==> src/rtl/phy_reset_sequencer_if.sv <==
// Control/status bundle for the PHY reset sequencer: release gates, soft-reset
// requests, delay configuration, scan bypass and the sequenced reset outputs.
interface phy_reset_sequencer_if #(
  parameter int NUM_CHANNELS = 4,
  parameter int CNT_WIDTH    = 8
);
  logic                    upstream_reset_in_n;
  logic [NUM_CHANNELS-1:0] soft_reset_req_in;
  logic [CNT_WIDTH-1:0]    delay_cfg_in;
  logic                    scan_mode_en_in;
  logic                    scan_reset_in_n;
  logic [NUM_CHANNELS-1:0] reset_out_n;
  logic                    seq_busy_out;
  logic                    seq_done_out;

  modport master (
    output upstream_reset_in_n, soft_reset_req_in, delay_cfg_in,
           scan_mode_en_in, scan_reset_in_n,
    input  reset_out_n, seq_busy_out, seq_done_out
  );

  modport slave (
    input  upstream_reset_in_n, soft_reset_req_in, delay_cfg_in,
           scan_mode_en_in, scan_reset_in_n,
    output reset_out_n, seq_busy_out, seq_done_out
  );
endinterface

==> src/rtl/phy_reset_sequencer.sv <==
// Releases NUM_CHANNELS active-low PHY resets in index order after a minimum hold,
// gated by the upstream reset, with per-channel soft re-entry and a scan bypass.
// Latency: channel i releases M+2+d+i*(d+1) edges after reset; no backpressure.
module phy_reset_sequencer #(
  parameter int NUM_CHANNELS = 4,
  parameter int CNT_WIDTH    = 8,
  parameter int MIN_ASSERT   = 4
) (
  input  logic                   sync_clock_in,
  input  logic                   reset_in,
  phy_reset_sequencer_if.slave   seq_if
);
  localparam int IDX_W  = (NUM_CHANNELS > 1) ? $clog2(NUM_CHANNELS) : 1;
  localparam int HOLD_W = (MIN_ASSERT > 1) ? $clog2(MIN_ASSERT) : 1;

  typedef enum logic [1:0] {
    ST_ASSERT,
    ST_WAIT_UP,
    ST_DELAY,
    ST_DONE
  } state_t;

  state_t                  state_q, state_d;
  logic [IDX_W-1:0]        idx_q, idx_d;
  logic [HOLD_W-1:0]       hold_q, hold_d;
  logic [CNT_WIDTH-1:0]    cnt_q, cnt_d;
  logic [NUM_CHANNELS-1:0] rst_q, rst_d;
  logic                    soft_found;
  logic [IDX_W-1:0]        soft_k;

  always_ff @(posedge sync_clock_in) begin
    if (reset_in) begin
      state_q <= ST_ASSERT;
      idx_q   <= '0;
      hold_q  <= '0;
      cnt_q   <= '0;
      rst_q   <= '0;
    end else begin
      state_q <= state_d;
      idx_q   <= idx_d;
      hold_q  <= hold_d;
      cnt_q   <= cnt_d;
      rst_q   <= rst_d;
    end
  end

  always_comb begin
    state_d    = state_q;
    idx_d      = idx_q;
    hold_d     = hold_q;
    cnt_d      = cnt_q;
    rst_d      = rst_q;
    soft_found = 1'b0;
    soft_k     = '0;

    for (int i = 0; i < NUM_CHANNELS; i++) begin
      if (seq_if.soft_reset_req_in[i] && !soft_found) begin
        soft_found = 1'b1;
        soft_k     = IDX_W'(i);
      end
    end

    if (!seq_if.upstream_reset_in_n && (state_q == ST_DELAY || state_q == ST_DONE)) begin
      state_d = ST_ASSERT;
      idx_d   = '0;
      hold_d  = '0;
      rst_d   = '0;
    end else if (soft_found) begin
      // Re-assert the requested channel and everything above it; lower ones stay up.
      for (int i = 0; i < NUM_CHANNELS; i++) begin
        if (IDX_W'(i) >= soft_k) rst_d[i] = 1'b0;
      end
      if (soft_k < idx_q) idx_d = soft_k;
      state_d = ST_ASSERT;
      hold_d  = '0;
    end else begin
      case (state_q)
        ST_ASSERT: begin
          if (hold_q == HOLD_W'(MIN_ASSERT - 1)) state_d = ST_WAIT_UP;
          else                                   hold_d  = hold_q + HOLD_W'(1);
        end
        ST_WAIT_UP: begin
          if (seq_if.upstream_reset_in_n) begin
            cnt_d   = seq_if.delay_cfg_in;
            state_d = ST_DELAY;
          end
        end
        ST_DELAY: begin
          if (cnt_q != '0) begin
            cnt_d = cnt_q - CNT_WIDTH'(1);
          end else begin
            rst_d[idx_q] = 1'b1;
            if (idx_q == IDX_W'(NUM_CHANNELS - 1)) begin
              state_d = ST_DONE;
            end else begin
              idx_d = idx_q + IDX_W'(1);
              cnt_d = seq_if.delay_cfg_in;
            end
          end
        end
        default: ;
      endcase
    end
  end

  // Scan bypass sits after the registers so the sequence keeps running underneath.
  assign seq_if.reset_out_n  = seq_if.scan_mode_en_in ? {NUM_CHANNELS{seq_if.scan_reset_in_n}}
                                                      : rst_q;
  assign seq_if.seq_done_out = (state_q == ST_DONE);
  assign seq_if.seq_busy_out = (state_q != ST_DONE);
endmodule
==> src/flat_wrapper.sv <==
// flat-port wrapper written by rule: the top's interface ports become plain ports
module phy_reset_sequencer_flat 
#(
  parameter int NUM_CHANNELS = 4,
  parameter int CNT_WIDTH    = 8,
  parameter int MIN_ASSERT   = 4
)
  (sync_clock_in, reset_in, seq_if_upstream_reset_in_n, seq_if_soft_reset_req_in, seq_if_delay_cfg_in, seq_if_scan_mode_en_in, seq_if_scan_reset_in_n, seq_if_reset_out_n, seq_if_seq_busy_out, seq_if_seq_done_out);
  phy_reset_sequencer_if #(.NUM_CHANNELS(NUM_CHANNELS), .CNT_WIDTH(CNT_WIDTH)) seq_if_i ();
  input  logic sync_clock_in;
  input  logic reset_in;
  input wire logic [$bits(seq_if_i.upstream_reset_in_n)-1:0] seq_if_upstream_reset_in_n;
  input wire logic [$bits(seq_if_i.soft_reset_req_in)-1:0] seq_if_soft_reset_req_in;
  input wire logic [$bits(seq_if_i.delay_cfg_in)-1:0] seq_if_delay_cfg_in;
  input wire logic [$bits(seq_if_i.scan_mode_en_in)-1:0] seq_if_scan_mode_en_in;
  input wire logic [$bits(seq_if_i.scan_reset_in_n)-1:0] seq_if_scan_reset_in_n;
  output wire logic [$bits(seq_if_i.reset_out_n)-1:0] seq_if_reset_out_n;
  output wire logic [$bits(seq_if_i.seq_busy_out)-1:0] seq_if_seq_busy_out;
  output wire logic [$bits(seq_if_i.seq_done_out)-1:0] seq_if_seq_done_out;
  assign seq_if_i.upstream_reset_in_n = seq_if_upstream_reset_in_n;
  assign seq_if_i.soft_reset_req_in = seq_if_soft_reset_req_in;
  assign seq_if_i.delay_cfg_in = seq_if_delay_cfg_in;
  assign seq_if_i.scan_mode_en_in = seq_if_scan_mode_en_in;
  assign seq_if_i.scan_reset_in_n = seq_if_scan_reset_in_n;
  assign seq_if_reset_out_n = seq_if_i.reset_out_n;
  assign seq_if_seq_busy_out = seq_if_i.seq_busy_out;
  assign seq_if_seq_done_out = seq_if_i.seq_done_out;
  phy_reset_sequencer #(.NUM_CHANNELS(NUM_CHANNELS), .CNT_WIDTH(CNT_WIDTH), .MIN_ASSERT(MIN_ASSERT)) u_core (.sync_clock_in(sync_clock_in), .reset_in(reset_in), .seq_if(seq_if_i));
endmodule
==> config.mk <==
export PLATFORM = sky130hd
export DESIGN_NAME = phy_reset_sequencer_flat
export DESIGN_NICKNAME = d
export VERILOG_FILES = /design/src/rtl/phy_reset_sequencer_if.sv /design/src/rtl/phy_reset_sequencer.sv /design/src/flat_wrapper.sv
export SDC_FILE = /design/constraint.sdc
export NUM_CORES = 1
export LEC_CHECK = 0
export ABC_AREA = 1
export CAP_MARGIN = 0
export CORE_ASPECT_RATIO = 0.75
export CORE_MARGIN = 1
export CORE_UTILIZATION = 59
export CTS_BUF_LIST = sky130_fd_sc_hd__clkbuf_4
export DETAILED_ROUTE_END_ITERATION = 12
export DONT_BUFFER_PORTS = 1
export PLACE_DENSITY = 0.83
export SKIP_LAST_GASP = 1
export SLEW_MARGIN = 20
export SYNTH_ARGS = -nofsm -noshare
export SYNTH_HDL_FRONTEND = slang
export SYNTH_SLANG_ARGS = --single-unit
export TNS_END_PERCENT = 5
==> constraint.sdc <==
create_clock -name sync_clock_in -period 1.4 [get_ports sync_clock_in]
set_input_delay 0.07 -clock sync_clock_in [delete_from_list [all_inputs] [get_ports sync_clock_in]]
set_output_delay 0.07 -clock sync_clock_in [all_outputs]
set_load 0.02 [all_outputs]
After elaboration in Yosys (flattened, before gate mapping)
Cells that the tools add are included.
- output and inout bits: 6
- logic and storage cells: 96
- bits in registers: 18
- input bits: 17
- magnitude comparators: 7
- equality and inequality tests: 18
- mux-type cells: 31
- bitwise gates (word level): 4
- add/subtract/negate cells: 3
- reduce and logical (&&, ||, !) cells: 25
- operators with widths (kind ; count):
    2-to-1 mux 8 bit ; 3
    2-to-1 mux 2 bit ; 11
    inequality test 2 bit (second input constant) ; 9
    2-to-1 mux 4 bit ; 4
    one-hot mux 8 bit (2 select lines) ; 1
    AND reduction 3 bit ; 4
    2-to-1 mux 1 bit ; 10
    AND reduction 5 bit ; 2
    == test 2 bit (second input constant) ; 4
    nonzero test 8 bit ; 1
    subtractor 8 x 1 -> 8 bit (second input constant) ; 1
    inequality test 2 x 1 -> 1 bit (second input constant) ; 3
    one-hot mux 2 bit (3 select lines) ; 1
    logical AND 1 bit ; 5
    adder 2 x 1 -> 2 bit (second input constant) ; 2
    >= comparator 1 x 2 -> 1 bit (first input constant) ; 2
    >= comparator 2 bit (first input constant) ; 2
    zero test 1 bit ; 4
    bitwise OR 4 bit ; 1
    AND reduction 4 bit ; 1
    nonzero test 2 bit ; 2
    less-than comparator 2 x 3 -> 1 bit (second input constant) ; 1
    inequality test 3 bit (second input constant) ; 1
    NOT 1 bit ; 3
    10 further kinds ; 10

Logic depth before layout (Yosys ltp)
Gate-level depths: netlist of run 1.
- depth after elaboration: 13
- gate-level depth with buffers: 11
- depth with buffers taken out: 10

Worst setup path after synthesis of run 1
No wires, ideal clock.
- path type: flip-flop to flip-flop
- start point: register u_core.state_q[0]
- end point: register u_core.cnt_q[6]
- setup slack: -0.146 ns
- arrival time: 1.431 ns
- stages on the path, launching flop included: 10
- cells stage by stage: dfxtp_1 -> ha_1 -> inv_1 -> a21oi_4 -> inv_1 -> nand2_2 -> nor2_4 -> nand2_1 -> nor2_1 -> nor2_1
- longest elaborated chain between the ends: 5
- RTL lines (item ; line ; text):
    from (decl) ; phy_reset_sequencer.sv:23 ; state_t state_q, state_d;
    from (signal assigned) ; phy_reset_sequencer.sv:39 ; state_q <= state_d;
    == test 2 bit ; n/a ;
    via seq_if_seq_done_out ; flat_wrapper.sv:19 ; output wire logic [$bits(seq_if_i.seq_done_out)-1:0] seq_if_seq_done_out;
    logical OR 1 bit ; phy_reset_sequencer.sv:63 ; if (!seq_if.upstream_reset_in_n && (state_q == ST_DELAY || state_q == ST_DONE)) begin
    logical AND 1 bit ; phy_reset_sequencer.sv:63 ;
    NOT 1 bit (no source line) ; n/a ;
    AND reduction 5 bit (no source line) ; n/a ;
    to (signal assigned) ; phy_reset_sequencer.sv:42 ; cnt_q <= cnt_d;
    to (decl) ; phy_reset_sequencer.sv:26 ; logic [CNT_WIDTH-1:0] cnt_q, cnt_d;
The timed path passes the listed nets, and every way through them passes these cells.
A chain may end at the register's enable or synchronous reset.

Final worst setup path of run 1
- start point: register u_core.cnt_q[1]
- end point: register u_core.idx_q[1]
- longest elaborated chain between the ends: 3
- RTL lines (item ; line ; text):
    nonzero test 8 bit ; phy_reset_sequencer.sv:89 ; if (cnt_q != '0) begin
    inequality test 2 x 1 -> 1 bit (no source line) ; n/a ;
    AND reduction 4 bit (no source line) ; n/a ;
    to (signal assigned) ; phy_reset_sequencer.sv:40 ; idx_q <= idx_d;
    to (decl) ; phy_reset_sequencer.sv:24 ; logic [IDX_W-1:0] idx_q, idx_d;
Every way passes these cells.

==> impl_metrics.env, run 1 <==
export IMPL_finClkSkew_ns=0.00508
export IMPL_clock_sinks=18
export IMPL_ys_seq_area_share_pct=25.9
export IMPL_critPathMaxStageDelay_ns=0.35
export IMPL_drc=2
export IMPL_p_seq_share_pct=48.5
export IMPL_grt_usage_pct=40.2
export IMPL_met1_usage_pct=50.0
export IMPL_p_per_area_mw_per_mm2=601
export IMPL_cts_made_buffers=3
export IMPL_hold_class="in -> reg"
export IMPL_drive_above_1_share_pct=42.3
export IMPL_overflow=0
export IMPL_use_met3_pct=10.5
export IMPL_post_drt_wl_per_cell_um=22.5
export IMPL_ys_ff_latch=18
export IMPL_timing_rr_end="u_core.idx_q[1]"
export IMPL_die_width_um=58.0
export IMPL_slew_headroom_pct=69.1
export IMPL_violations="DRC, setup timing"
export IMPL_fp_dieH_um=44.0
export IMPL_status="complete, but fails checks"
export IMPL_rows=14
export IMPL_hold_depth=4
export IMPL_detail_route_antenna_nets=0
export IMPL_io_pins=23
export IMPL_cts_max_path_buffers=2
export IMPL_viasPerCell=6.90
export IMPL_final_net_count=271
export IMPL_cp_arrival_ns=1.85
export IMPL_drv_slew=0
export IMPL_setup_viol=17
export IMPL_ir_worst_vdd_mv=0.504
export IMPL_switching_power_w=0.000417
export IMPL_postLayoutSetupSlackWorst_ns=-0.215
export IMPL_seqCellArea_um2=370
export IMPL_final_hold_violation_count=0
export IMPL_synth_top_family_by_area="simple AND/OR/NAND/NOR gates"
export IMPL_synthFlopType="dfxtp_1"
export IMPL_path_cells="inv_2, ha_4, nand3_2, nor2_4, nand3_1, nand3_1, nand2_1, nor2_1"
export IMPL_num_vias=1828
export IMPL_port_buffers=0
export IMPL_cp_data_required_time_ns=1.63
export IMPL_clk_latency_ns=0.31
export IMPL_power_frac_clock_pct=23.8
export IMPL_core_area_mm2=0.00210
export IMPL_worst_slew_pin_transition_ns=0.463
export IMPL_p_int_w=0.000752
export IMPL_gp_congestion=0.939
export IMPL_crit_type="reg -> reg"
export IMPL_rsz0062_at_grt="true"
export IMPL_cpLargestDelayFamily="simple AND/OR/NAND/NOR gates"
export IMPL_cp_end_kind="flip-flop"
export IMPL_r2r_cells=8
export IMPL_finalCriticalPeriod_ns=1.62
export IMPL_rr_startpoint="u_core.cnt_q[1]"
export IMPL_clockRootBuffer="clkbuf_4"
export IMPL_synth_xor_area_share_pct=2.52
export IMPL_p_leak_nw=0.864
export IMPL_antenna_found_initial=0
export IMPL_die_area_mm2=0.00255
export IMPL_area_growth_synth_to_final_pct=39.9
export IMPL_path_clk_slew_ns=0.11
export IMPL_dp_cells=244
export IMPL_num_antenna_cells=0
export IMPL_dp_worst_setup_slack_ns=-0.154
export IMPL_synth_nets=232
export IMPL_synth_compound_area_share_pct=14.4
export IMPL_maxCapViolations=0
export IMPL_place_hpwl_um=2600
export IMPL_start_kind="flip-flop"
export IMPL_crit_buf_inv=1
export IMPL_syn_area_mm2=0.00139
export IMPL_final_common_cell="nand2_1"
export IMPL_drt_iter0_drc=281
export IMPL_synth_edf_count=0
export IMPL_firstDrtPassIters=11
export IMPL_hp_start="seq_if_delay_cfg_in[0]"
export IMPL_combPwrFrac_pct=27.7
export IMPL_fin_tns_setup_ns=-3.00
export IMPL_cp_common_cell="nand3_1"
export IMPL_ys_async_sr_fraction_pct=0
export IMPL_avgSynthCellArea_um2=6.84
export IMPL_whs_ns=0.0182
export IMPL_crit_path_top_delay_cell="dfxtp_2"
export IMPL_top_usage_layer="met2"
export IMPL_max_freq_ghz=0.619
export IMPL_grt_pass1_vias=1527
export IMPL_cts_tree="built"
export IMPL_final_cell_mix="nand2_1 (52), buf_4 (25), inv_1 (13)"
export IMPL_finalCritPeriodShare_pct=115
export IMPL_grt_pass1_wl_um=7470
export IMPL_n_fill_cell=76
export IMPL_drt_total_wl_um=5980
export IMPL_floorplan_initialDensity_pct=66.1
export IMPL_holdPathEnd="u_core.cnt_q[0]"
export IMPL_grtUsageMet2_pct=66.4
export IMPL_reg2reg_slack_ns=-0.22
export IMPL_stdcell_count=265
export IMPL_multi_input_area_mm2=0.00110
export IMPL_synth_adder_area_share_pct=10.8
export IMPL_synthMuxAreaShare_pct=0
export IMPL_yosysUniqueCellTypes=28
export IMPL_htreeDepth=1
export IMPL_synth_simple_area_share_pct=37.7
export IMPL_ys_warn_count=0
export IMPL_grt_start_max_net_pins=11
export IMPL_switching_share_pct=35.6
export IMPL_synthCells=203
export IMPL_path_max_fanout=4
## per-layer routing
| metal | vias to the layer above | share of wire [%] |
|---|---|---|
| met2 | 229 | 40 |
| met1 | 789 | 34 |
| met3 | 86 | 17 |
| met4 | 0 | 9.4 |
| met5 | - | 0 |
| li1 | 724 | - |
## stage by stage
| step | utilization, % | power, W | area [um^2] |
|---|---|---|---|
| 2_1_floorplan | - | 0.000754 | 1390 |
| 3_3_place_gp | 73.8 | 0.000796 | 1550 |
| 3_5_place_dp | 73.8 | 0.000816 | 1550 |
| 4_1_cts | 86.8 | 0.00110 | 1830 |
| 5_1_grt | 92.4 | 0.00122 | 1940 |
| 6_report | 92.4 | 0.00117 | 1940 |
## synthesized netlist by cell type (all sizes together), types with 2 or more instances
master	instances	area, um^2
a21oi	18	120
nand3	16	85.1
ha	12	150
buf	2	15.0
nor2	25	148
inv	27	101
nand2	64	275
xor2	2	17.5
a211oi	2	15.0
o21ai	10	50.0
xnor2	2	17.5
nor3	2	15.0
dfxtp	18	360
## worst max path at each step
stage | startpoint | endpoint | slack (ns) | cells after the start
after floorplan | u_core.cnt_q[0] | u_core.cnt_q[6] | -0.01 | 10
after global placement | u_core.cnt_q[0] | u_core.cnt_q[6] | -0.03 | 10
after detailed placement | u_core.cnt_q[0] | u_core.cnt_q[6] | -0.15 | 10
after CTS | u_core.state_q[0] | u_core.cnt_q[6] | -0.03 | 10
after global routing | u_core.cnt_q[1] | u_core.rst_q[3] | -0.30 | 8
final | u_core.cnt_q[1] | u_core.idx_q[1] | -0.22 | 8
## flip-flops by register name, indices dropped and copies added (netlist names)
register        count
u_core.cnt_q        8
u_core.rst_q        4
u_core.hold_q       2
u_core.idx_q        2
u_core.state_q      2
## worst reg2reg max path, stage by stage (launching register included)
cell and delay (ns):
dfxtp_2 0.35, inv_2 0.09, ha_4 0.19, nand3_2 0.12, nor2_4 0.25, nand3_1 0.20
nand3_1 0.13, nand2_1 0.07, nor2_1 0.14
## cells by family (layout without fill, tap and decap cells)
family | Yosys count | in the layout
adder cells (fa/ha/maj) | 12 | 12
XOR/XNOR | 4 | 4
buffers and inverters | 30 | 67
AND/OR/NAND/NOR | 107 | 108
flip-flops | 18 | 18
AO/OA/AOI/OAI | 32 | 32
## area by class of cell
| cell class | instances | area share, % |
|---|---|---|
| well taps | 24 | 1.55 |
| repair buffers | 35 | 15.2 |
| clock inverters | 1 | 0.193 |
| flip-flops and latches | 18 | 19.1 |
| multi-input cells | 156 | 56.8 |
| clock buffers | 3 | 1.16 |
| inverters | 28 | 6.05 |
## timing repair
item / in CTS / in global routing
endpoints found under the setup margin: 14 / 17
gates resized for setup: 38 / 27
gates cloned: 1 / 0
hold endpoints to repair: 10 / 0
hold buffers: 4 / 0
pin swaps: 18 / 14
buffers inserted: 10 / 2
## power by group through the flow
stage / logic (W) / registers, W / clock network (W)
floorplan: 0.000189 / 0.000565 / 0
global placement: 0.000227 / 0.000569 / 0
detailed placement: 0.000244 / 0.000572 / 0
CTS: 0.000261 / 0.000558 / 0.000278
global route: 0.000338 / 0.000564 / 0.000313
finish: 0.000324 / 0.000567 / 0.000278
Power figures use the tool's default switching activity.
==> inputs of run 2 (changes only) <==
==> constraint.sdc (replaced) <==
create_clock -name sync_clock_in -period 1.4 [get_ports sync_clock_in]
set_input_delay 0 -clock sync_clock_in [delete_from_list [all_inputs] [get_ports sync_clock_in]]
set_output_delay 0 -clock sync_clock_in [all_outputs]
set_load 0.02 [all_outputs]
==> impl_metrics.env, run 2 (synthesis gave the netlist of run 1 again) <==
export IMPL_status="complete, but fails checks"
export IMPL_violations="DRC, setup timing"
export IMPL_n_fill_cell=83
export IMPL_overflow=0
export IMPL_p_per_area_mw_per_mm2=629
export IMPL_final_cell_mix="nand2_1 (53), buf_4 (19), dlygate4sd3_1 (14), dfxtp_1 (14)"
export IMPL_rows=14
export IMPL_drt_total_wl_um=5740
export IMPL_finalCritPeriodShare_pct=115
export IMPL_worst_slew_pin_transition_ns=0.621
export IMPL_crit_type="reg -> reg"
export IMPL_final_common_cell="nand2_1"
export IMPL_path_clk_slew_ns=0.11
export IMPL_cts_tree="built"
export IMPL_fp_dieH_um=44.0
export IMPL_final_hold_violation_count=0
export IMPL_drive_above_1_share_pct=35.1
export IMPL_place_area_mm2=0.00155
export IMPL_multi_input_area_mm2=0.00108
export IMPL_largest_register_ffs=8
export IMPL_port_buffers=0
export IMPL_stdcell_area_mm2=0.00192
export IMPL_post_drt_wl_per_cell_um=21.6
export IMPL_num_antenna_cells=0
export IMPL_area_growth_synth_to_final_pct=38.5
export IMPL_drc=2
export IMPL_top_regs="u_core.cnt_q: 8 flops, u_core.rst_q: 4 flops"
export IMPL_rsz0062_at_grt="true"
export IMPL_antenna_found_initial=0
export IMPL_grt_start_max_net_pins=11
export IMPL_setup_viol=18
export IMPL_path_max_fanout=5
export IMPL_drv_slew=0
export IMPL_core_area_mm2=0.00210
export IMPL_cts_made_buffers=3
export IMPL_seqCellArea_um2=368
export IMPL_grt_pass1_vias=1574
export IMPL_final_net_count=272
export IMPL_clock_sinks=18
export IMPL_finClkSkew_ns=0.00716
export IMPL_fin_tns_setup_ns=-2.41
export IMPL_p_leak_nw=0.871
export IMPL_place_hpwl_um=2660
export IMPL_die_area_mm2=0.00255
export IMPL_slew_headroom_pct=58.4
export IMPL_cp_arrival_ns=1.82
export IMPL_num_vias=1787
export IMPL_htreeDepth=1
export IMPL_finalCriticalPeriod_ns=1.61
export IMPL_cp_data_required_time_ns=1.62
export IMPL_floorplan_initialDensity_pct=66.1
export IMPL_cp_end_kind="flip-flop"
export IMPL_start_kind="flip-flop"
export IMPL_ir_worst_vdd_mv=0.557
export IMPL_maxCapViolations=0
export IMPL_die_width_um=58.0
export IMPL_detail_route_antenna_nets=0
export IMPL_hold_class="in -> reg"
export IMPL_viasPerCell=6.72
export IMPL_max_freq_ghz=0.622
export IMPL_clk_latency_ns=0.31
export IMPL_firstDrtPassIters=9
export IMPL_regMostFlops="u_core.cnt_q"
export IMPL_postLayoutSetupSlackWorst_ns=-0.208
export IMPL_cts_max_path_buffers=2
export IMPL_clockRootBuffer="clkbuf_4"
export IMPL_grt_usage_pct=40.7
export IMPL_gp_congestion=0.938
export IMPL_io_pins=23
export IMPL_drt_iter0_drc=325
export IMPL_grt_pass1_wl_um=7600
-- run 2: power breakdown --
part           internal [W]  switching (W)  leakage, nW  total, W
clock network      0.000104       0.000182       0.0154  0.000287
logic              0.000132       0.000225        0.708  0.000357
registers          0.000535      0.0000304        0.148  0.000566
total              0.000771       0.000438        0.871   0.00121
-- run 2: worst paths after layout --
check | startpoint | end | slack [ns] | cells after the start
worst max-delay path | u_core.state_q[1] | u_core.state_q[1] | -0.21 | 7
worst min-delay path | seq_if_upstream_reset_in_n | u_core.idx_q[0] | 0.15 | 5
worst max register to register | u_core.state_q[1] | u_core.state_q[1] | -0.21 | 7
worst min register to register | u_core.rst_q[2] | u_core.rst_q[2] | 0.46 | 2
-- run 2: cell type report --
| class | count | area share, % |
|---|---|---|
| Tap cell | 24 | 1.56 |
| Clock inverter | 1 | 0.195 |
| Clock buffer | 3 | 1.17 |
| Multi-Input combinational cell | 157 | 56.1 |
| Inverter | 28 | 5.99 |
| Sequential cell | 18 | 19.1 |
| Timing Repair Buffer | 35 | 15.9 |
-- run 2: stage by stage --
step / hold WS (ns) / util [%] / instances / total power [W] / worst slack [ns]
2_1_floorplan: 0.157 / - / 203 / 0.000754 / -0.0110
3_3_place_gp: 0.0648 / 73.8 / 244 / 0.000796 / -0.0339
3_5_place_dp: 0.0660 / 73.8 / 244 / 0.000813 / -0.166
4_1_cts: 0.0325 / 90.5 / 266 / 0.00112 / -0.0294
5_1_grt: 0.151 / 91.5 / 266 / 0.00123 / -0.251
6_report: 0.148 / 91.5 / 266 / 0.00121 / -0.208
-- run 2: routing by layer --
metal  routed length [um]  GRT usage [%]  vias up
li1                     -              -      721
met1                 2050           49.5      780
met2                 2440           66.4      215
met3                  768           12.9       71
met4                  481           19.5        0
met5                    0              0        -
-- run 2: repair_timing --
item	in CTS	in global routing
hold endpoints to repair	14	0
pin swaps	15	2
setup endpoints to repair	15	18
gates cloned	2	0
hold buffers	14	0
buffers inserted	2	0
gates resized for setup	44	5
-- run 2: worst max-delay path: stages (launching register included) --
cell	delay [ns]
dfxtp_2	0.34
buf_4	0.15
ha_4	0.18
inv_4	0.09
a21oi_4	0.10
nor2_4	0.12
nand2_1	0.21
a211oi_1	0.32
==> inputs of run 3 (changes only) <==
CORE_ASPECT_RATIO = not set   (was 0.75)
==> impl_metrics.env, run 3 (synthesis gave the netlist of run 1 again) <==
export IMPL_cts_max_path_buffers=2
export IMPL_grt_pass1_wl_um=6200
export IMPL_slew_headroom_pct=75.3
export IMPL_place_hpwl_um=2450
export IMPL_finalCritPeriodShare_pct=110
export IMPL_cts_tree="built"
export IMPL_die_area_mm2=0.00255
export IMPL_drt_total_wl_um=4900
export IMPL_final_hold_violation_count=17
export IMPL_viasPerCell=6.12
export IMPL_final_common_cell="nand2_1"
export IMPL_top_regs="u_core.cnt_q: 8 flops, u_core.rst_q: 4 flops"
export IMPL_p_int_w=0.000747
export IMPL_floorplan_initialDensity_pct=62.8
export IMPL_grt_start_max_net_pins=11
export IMPL_antenna_found_initial=0
export IMPL_ir_worst_vdd_mv=0.550
export IMPL_drc=0
export IMPL_start_kind="flip-flop"
export IMPL_final_cell_mix="nand2_1 (49), buf_4 (21), dfxtp_1 (14), inv_1 (12)"
export IMPL_finalCriticalPeriod_ns=1.54
export IMPL_hold_class="in -> reg"
export IMPL_grt_pass1_vias=1493
export IMPL_clockRootBuffer="clkbuf_4"
export IMPL_maxCapViolations=0
export IMPL_fp_dieH_um=50.5
export IMPL_max_freq_ghz=0.650
export IMPL_whs_ns=-0.274
export IMPL_drv_slew=0
export IMPL_cp_data_required_time_ns=1.61
export IMPL_path_max_fanout=5
export IMPL_clk_latency_ns=0.31
export IMPL_die_width_um=50.5
export IMPL_firstDrtPassIters=6
export IMPL_crit_type="reg -> reg"
export IMPL_postLayoutSetupSlackWorst_ns=-0.140
export IMPL_port_buffers=0
export IMPL_rsz0062_at_grt="true"
export IMPL_power_frac_clock_pct=25.4
export IMPL_finClkSkew_ns=0.00746
export IMPL_setup_viol=16
export IMPL_drt_iter0_drc=87
export IMPL_clock_sinks=18
export IMPL_worst_slew_pin_transition_ns=0.370
export IMPL_final_net_count=267
export IMPL_core_area_mm2=0.00221
export IMPL_switching_share_pct=33.8
export IMPL_p_per_area_mw_per_mm2=588
export IMPL_violations="hold timing, setup timing"
export IMPL_p_leak_nw=0.862
export IMPL_io_pins=23
export IMPL_detail_route_antenna_nets=0
export IMPL_status="complete, but fails checks"
export IMPL_area_growth_synth_to_final_pct=38.3
export IMPL_ctsHoldBuffers=4
export IMPL_cp_arrival_ns=1.75
export IMPL_num_antenna_cells=0
export IMPL_cp_end_kind="flip-flop"
export IMPL_largest_register_ffs=8
export IMPL_p_seq_share_pct=49.5
export IMPL_drive_above_1_share_pct=42.6
export IMPL_htreeDepth=1
export IMPL_fin_tns_setup_ns=-0.997
export IMPL_regMostFlops="u_core.cnt_q"
export IMPL_rows=17
export IMPL_cts_made_buffers=3
export IMPL_grt_usage_pct=32.4
export IMPL_power_w=0.00113
export IMPL_post_drt_wl_per_cell_um=18.5
export IMPL_n_fill_cell=126
export IMPL_num_vias=1621
export IMPL_path_clk_slew_ns=0.12
export IMPL_overflow=0
export IMPL_gp_congestion=0.947
export IMPL_switching_power_w=0.000382
export IMPL_combPwrFrac_pct=25.1
run 3: area by class of cell:
class / instances / area [um^2] / share of cell area, %
Inverter: 28 / 125 / 6.51
Tap cell: 28 / 35.0 / 1.82
Multi-Input combinational cell: 157 / 1110 / 57.8
Clock buffer: 3 / 22.5 / 1.17
Clock inverter: 1 / 3.75 / 0.195
Timing Repair Buffer: 30 / 254 / 13.2
Sequential cell: 18 / 370 / 19.3
run 3: per-layer routing:
layer | global-route usage (%) | wire length, um | vias up
met5 | 0 | 0 | -
met4 | 18.1 | 381 | 0
met3 | 3.64 | 385 | 44
met2 | 64.2 | 2410 | 144
met1 | 31.8 | 1730 | 719
li1 | - | - | 714
run 3: timing repair:
action                                  CTS  global route
endpoints found under the setup margin   12            17
gates resized for setup                  30            37
setup buffers                             3             2
pin swaps                                16            19
gates cloned                              2             0
hold endpoints to repair                 13            17
run 3: critical path: stages, from the launching register on:
cell	delay (ns)
dfxtp_1	0.40
inv_2	0.12
nand2_2	0.07
nor2_2	0.16
nand2_2	0.12
nand2_4	0.14
nand3_4	0.13
a211oi_2	0.29
run 3: final timing paths:
kind,startpoint,endpoint,slack [ns],depth (start not counted)
worst max-delay path,u_core.cnt_q[3],u_core.state_q[0],-0.14,7
worst min-delay path,reset_in,u_core.cnt_q[0],-0.27,1
worst max register to register,u_core.cnt_q[3],u_core.state_q[0],-0.14,7
worst min register to register,u_core.rst_q[1],u_core.rst_q[1],0.46,2
run 3: metrics by stage:
stage / hold WS [ns] / setup WS [ns] / util, % / area, um^2 / cells
global placement: 0.0640 / -0.0535 / 71.0 / 1570 / 250
finish: -0.274 / -0.140 / 86.8 / 1920 / 265
CTS: -0.277 / -0.00774 / 80.1 / 1770 / 263
global route: -0.288 / -0.170 / 86.8 / 1920 / 265
detailed placement: 0.0642 / -0.128 / 71.0 / 1570 / 250
floorplan: 0.157 / -0.0110 / - / 1390 / 203
run 3: power by group through the flow:
stage          logic [W]  registers (W)  clock network (W)
3_5_place_dp    0.000237       0.000573                  0
4_1_cts         0.000250       0.000561           0.000286
6_report        0.000284       0.000559           0.000286
2_1_floorplan   0.000189       0.000565                  0
5_1_grt         0.000306       0.000561           0.000306
3_3_place_gp    0.000220       0.000571                  0
